$ cat src/rtl/fp_add_control.sv
// Sequencing FSM for the floating-point adder: alignment, normalisation, rounding and re-normalisation.
// Optional macro CONTROL_ZERO_BYPASS_EN: a zero sum skips rounding and finishes straight from NORM.
module fp_add_control #(
    parameter  int EXPBITS      = 8,
    parameter  int MANTISSABITS = 23,
    localparam int NBITS        = $clog2(MANTISSABITS),
    localparam int NBITSE       = $clog2(2*MANTISSABITS)
) (
    input  logic                      Clock,
    input  logic                      Reset,
    input  logic                      Go,
    input  logic                      ExpSet,
    input  logic [EXPBITS-1:0]        ExpDiff,
    input  logic                      FFOValid,
    input  logic [NBITS-1:0]          FFOIndex,
    input  logic [MANTISSABITS+1:0]   roundedMant,
    output logic                      SelExpMux,
    output logic                      SelSRMuxL,
    output logic                      SelSRMuxG,
    output logic                      ShiftRightEnable,
    output logic [NBITSE-1:0]         ShiftRightAmount,
    output logic [NBITS-1:0]          ShiftAmount,
    output logic                      SREn,
    output logic                      SLEn,
    output logic                      NoShift,
    output logic                      SelMuxR,
    output logic                      Ready
);

    // state  | meaning
    // IDLE   | waiting for Go, all outputs low
    // ALIGN  | steer exponent/mantissa muxes, drive alignment shift
    // NORM   | normalise adder sum from the FFO leading-one index
    // ROUND  | rounder working; carry-out forces a re-normalise
    // RENORM | shift rounded mantissa right by one
    // DONE   | Ready pulse; Go here chains straight into ALIGN
    typedef enum logic [2:0] {
        S_IDLE, S_ALIGN, S_NORM, S_ROUND, S_RENORM, S_DONE
    } state_t;

    localparam int H = MANTISSABITS;
    localparam logic [NBITSE-1:0]  ALIGN_SAT  = NBITSE'(H + 2);
    localparam logic [EXPBITS-1:0] DIFF_SAT   = EXPBITS'(H + 2);
    localparam logic [NBITS-1:0]   IDX_HIDDEN = NBITS'(H);
    localparam logic [NBITS-1:0]   IDX_CARRY  = NBITS'(H + 1);

    state_t state, state_nxt;

    // Only the carry bit of the rounder output steers the sequence.
    logic rounded_unused;
    assign rounded_unused = ^roundedMant[H:0];

    always_ff @(posedge Clock or negedge Reset) begin
        if (!Reset) state <= S_IDLE;
        else        state <= state_nxt;
    end

    always_comb begin
        state_nxt        = state;
        SelExpMux        = 1'b0;
        SelSRMuxL        = 1'b0;
        SelSRMuxG        = 1'b0;
        ShiftRightEnable = 1'b0;
        ShiftRightAmount = '0;
        ShiftAmount      = '0;
        SREn             = 1'b0;
        SLEn             = 1'b0;
        NoShift          = 1'b0;
        SelMuxR          = 1'b0;
        Ready            = 1'b0;
        case (state)
            S_IDLE: begin
                if (Go) state_nxt = S_ALIGN;
            end
            S_ALIGN: begin
                ShiftRightEnable = 1'b1;
                SelExpMux        = ExpSet;
                SelSRMuxL        = ExpSet;
                SelSRMuxG        = ExpSet;
                // Beyond H+2 every bit incl. guard falls out, so further shift is pointless.
                ShiftRightAmount = (ExpDiff > DIFF_SAT) ? ALIGN_SAT : NBITSE'(ExpDiff);
                state_nxt        = S_NORM;
            end
            S_NORM: begin
                if (!FFOValid) begin
                    NoShift = 1'b1;
                end else if (FFOIndex == IDX_CARRY) begin
                    SREn        = 1'b1;
                    ShiftAmount = NBITS'(1);
                end else if (FFOIndex < IDX_HIDDEN) begin
                    SLEn        = 1'b1;
                    ShiftAmount = IDX_HIDDEN - FFOIndex;
                end else begin
                    NoShift = 1'b1;
                end
`ifdef CONTROL_ZERO_BYPASS_EN
                state_nxt = FFOValid ? S_ROUND : S_DONE;
`else
                state_nxt = S_ROUND;
`endif
            end
            S_ROUND: begin
                state_nxt = roundedMant[H+1] ? S_RENORM : S_DONE;
            end
            S_RENORM: begin
                SelMuxR     = 1'b1;
                SREn        = 1'b1;
                ShiftAmount = NBITS'(1);
                state_nxt   = S_ROUND;
            end
            S_DONE: begin
                Ready     = 1'b1;
                state_nxt = Go ? S_ALIGN : S_IDLE;
            end
            default: state_nxt = S_IDLE;
        endcase
    end

endmodule

$ cat config.mk
export PLATFORM = sky130hd
export DESIGN_NAME = fp_add_control
export DESIGN_NICKNAME = d
export VERILOG_FILES = /design/src/rtl/fp_add_control.sv
export SDC_FILE = /design/constraint.sdc
export NUM_CORES = 1
export LEC_CHECK = 0
export CORE_MARGIN = 2
export CORE_UTILIZATION = 25
export DETAILED_ROUTE_END_ITERATION = 7
export DONT_BUFFER_PORTS = 1
export SETUP_SLACK_MARGIN = 0.15
export SYNTH_ARGS = -nofsm -noshare
export SYNTH_HDL_FRONTEND = slang
export SYNTH_SLANG_ARGS = --single-unit
$ cat constraint.sdc
create_clock -name Clock -period 1.3 [get_ports Clock]
set_clock_uncertainty 0.1 [all_clocks]
set_input_delay 0.065 -clock Clock [delete_from_list [all_inputs] [get_ports Clock]]
set_output_delay 0.065 -clock Clock [all_outputs]
set_load 0.03 [all_outputs]
==> qor_table.md <==
| Parameter | Reported | Unit |
| --- | --- | --- |
| Status | finished, violations left | - |
| Failing checks | setup timing | - |
| Row count | 14 | - |
| Root Buffer Master | clkbuf_4 | - |
| Switching Power | 965 | uW |
| RD Place Congestion | 0.860 | - |
| Peak Freq | 607 | MHz |
| Final worst setup slack | -0.349 | ns |
| Post-place instance area | 592 | um^2 |
| Post-placement cell count | 80 | - |
| Initial Utilization | 27.3 | % |
| Antenna diode count | 0 | - |
| Drt initial violations | 2 | - |
| Critical Path Sink Type | primary output | - |
| Clock buffers created by TritonCTS | 3 | - |
| Final-report max-slew violation count | 0 | - |
| Post-synthesis average cell area | 7.84 | um^2 |
| Worst setup slack for register-to-register paths | 0.04 | ns |
| Detailed-placement wirelength estimate | 908 | um |
| Yosys warning count | 0 | - |
| P per Cell Area | 2340 | nW/um^2 |
| Post-Syn Nets | 98 | - |
| Setup repair after global routing missed its margin | true | - |
| Required time at the worst-slack endpoint | 1.13 | ns |
| Cell area after technology mapping | 415 | um^2 |
| Filler cell count in the final layout | 126 | - |
| Layout overhead on the synthesized area | 105 | % |
| Die area | 2000 | um^2 |
| Maximum count of clock buffers along a single path | 2 | - |
| Registers with the highest flip-flop counts | state x3 | - |
| Number of maximum-capacitance constraint violations | 0 | - |
| Count of nets left with antenna violations after detail routing | 0 | - |
| Standard cell with the maximum stage delay on the critical path | dfrtp_1 | - |
| Total number of H-tree levels | 1 | - |
| Sequential share of power | 10.4 | % |
| Nets | 125 | - |
| Clock insertion delay at the later pin of the skew report | 0.25 | ns |
| DRC Markers | 0 | - |
| Dpl ws | -0.115 | ns |
| Number of port buffers | 0 | - |
| Vias in the first global route | 532 | - |
| Register ranked first by flip-flop count | state | - |
| Flip-flop count of the largest register after layout | 3 | - |
| Largest incremental delay on the critical path | 0.40 | ns |
| Share of the clock period used by the worst path after layout | 127 | % |
| Number of antenna violations at the first check in global routing | 0 | - |
| Switching Fraction | 48.4 | % |
| Proportion of layout cells with a drive suffix above 1 | 63.3 | % |
| Detail-routed via count per cell | 5.43 | - |
| Leak pwr | 0.000341 | uW |
| Maximum number of pins on one net before global-route repair | 9 | - |
| First-pass GRT wire length | 2150 | um |
| Remaining global-route overflow | 0 | - |
| WL/cell | 15.3 | um |
| Register bit count reported by yosys | 3 | - |
| Core Box Area | 1520 | um^2 |
| Worst-path clk slew | 0.04 | ns |
| Finished Core Util | 55.9 | % |
| Wire length reported by the detailed router | 1450 | um |
| Worst relative slew slack | 58.1 | % |
| Design Area, Final | 852 | um^2 |
| Final setup TNS | -5.27 | ns |
| Count of boundary I/O pins | 63 | - |
| Buffering stage count on the worst path with inverters included | 1 | - |
| Gate count of the mapped netlist | 53 | - |
| Chain of cells forming the critical path | nand4bb_4, a21o_1, nor3_4, buf_12 | - |
| Highest ir drop seen on vdd | 1130 | uV |
| Flip-flop and latch area | 76.3 | um^2 |
| Final setup violation count | 19 | - |
| Height of the die | 44.8 | um |
| Int Pwr | 1030 | uW |
| Final count of hold timing violations | 0 | - |
| Clk sink count | 3 | - |
| Critical path fanouts, max | 3 | - |
| Distinct cell type count of the synthesized netlist | 27 | - |
| Worst Max-Slew Pin Slew | 0.627 | ns |
| Sequential area share after synthesis | 18.1 | % |
| Final std cells w/o fill | 95 | - |
| Proportion of power drawn by combinational gates | 80.3 | % |
| GRT Resource Usage Total | 15.4 | % |
| CTS tree | done | - |
| Clock share of power | 9.2 | % |
| Shortest clock period the worst path allows after layout | 1.65 | ns |
| Worst setup path category | reg -> out | - |
| Dominant delay contributor by cell family on the critical path | simple AND/OR/NAND/NOR gates | - |
| Via total after detailed routing | 516 | - |
| First-pass detailed-route iteration total | 2 | - |
| Multi-input logic area | 433 | um^2 |
| Chip width | 44.8 | um |
| Startpoint type of the worst setup path | flip-flop | - |
| Hold/Removal Path Class | in -> out | - |
| Crit path DAT | 1.48 | ns |
[power groups by stage]
stage	combinational (uW)	sequential, uW	clock (uW)
after floorplan	791	203	0
after global placement	1050	185	0
after detailed placement	1060	186	0
after CTS	1300	192	171
after global routing	1700	215	195
final	1600	208	184
[layer usage]
layer	share of wire [%]	track usage, %	routed length (um)
met2	60	28.7	875
met3	8.7	3.20	126
met5	0	0	0
met1	29	14.0	428
met4	1.4	12.7	21
[worst paths after layout]
check,from,endpoint,cells after the start
max,state[2],ShiftAmount[2],4
min,ExpDiff[2],ShiftRightAmount[2],2
max reg2reg,state[2],state[0],4
min reg2reg,state[0],state[1],3
max in group asynchronous,Reset,state[1],2
min in group asynchronous,Reset,state[2],2
[logic make-up after synthesis]
logic type | synth area share (%)
and+or+nand+nor | 31.6
AOI/OAI and AO/OA | 29.2
buffers and inverters | 12.0
DFF | 18.1
adders and majority gates | 6.02
xor gates and xnor gates | 2.11
other | 0.903
[cell usage after synthesis, drive strengths merged]
library cell / instances / area [um^2]
a2111oi: 1 / 15.0
a21boi: 1 / 7.51
a21o: 2 / 15.0
a21oi: 1 / 5.00
a41oi: 1 / 8.76
and2: 2 / 12.5
and3: 3 / 18.8
buf: 4 / 27.5
conb: 1 / 3.75
dfrtp: 3 / 75.1
ha: 2 / 25.0
inv: 6 / 22.5
nand2: 2 / 7.51
nand3: 2 / 10.0
nand4bb: 1 / 11.3
nor2: 3 / 11.3
nor3: 4 / 20.0
nor3b: 1 / 18.8
nor4b: 1 / 15.0
o211ai: 2 / 15.0
o21a: 4 / 30.0
o21ai: 2 / 10.0
o31ai: 2 / 15.0
or3: 1 / 6.26
xnor2: 1 / 8.76
[layout make-up]
| cell class | count | share of cell area (%) |
|---|---|---|
| flip-flops and latches | 3 | 8.96 |
| inverters | 6 | 3.96 |
| repair buffers | 26 | 30.8 |
| multi-input cells | 40 | 50.8 |
| well taps | 16 | 2.35 |
| clock buffers | 4 | 3.08 |
[per-stage QoR]
step | power, uW | hold slack, ns
6_report | 1990 | 0.169
5_1_grt | 2110 | 0.171
4_1_cts | 1660 | 0.173
3_5_place_dp | 1250 | -0.331
3_3_place_gp | 1230 | -0.331
2_1_floorplan | 994 | -0.331
[layout by cell type (no fill, tap or decap), types with 2 or more instances in the layout]
cell type | netlist | layout
buf_6 | 0 | 10
buf_4 | 3 | 10
o21a_1 | 4 | 4
dlygate4sd3_1 | 0 | 4
inv_1 | 5 | 3
and3_4 | 0 | 3
clkbuf_4 | 0 | 3
a21o_1 | 2 | 2
nand2_1 | 2 | 2
o21ai_2 | 0 | 2
nor3_1 | 4 | 2
o211ai_1 | 2 | 2
nor2_4 | 0 | 2
and2_4 | 0 | 2
ha_1 | 2 | 2
dfrtp_1 | 3 | 2
[what timing repair did]
action | 4_1_cts | 5_1_grt
setup endpoints to repair | 21 | 21
hold buffers | 4 | 0
buffers inserted | 2 | 5
pin swaps | 4 | 9
gates resized for setup | 18 | 14
endpoints found under the hold margin | 4 | 0
Note: power is estimated with default switching activity, not from simulation.
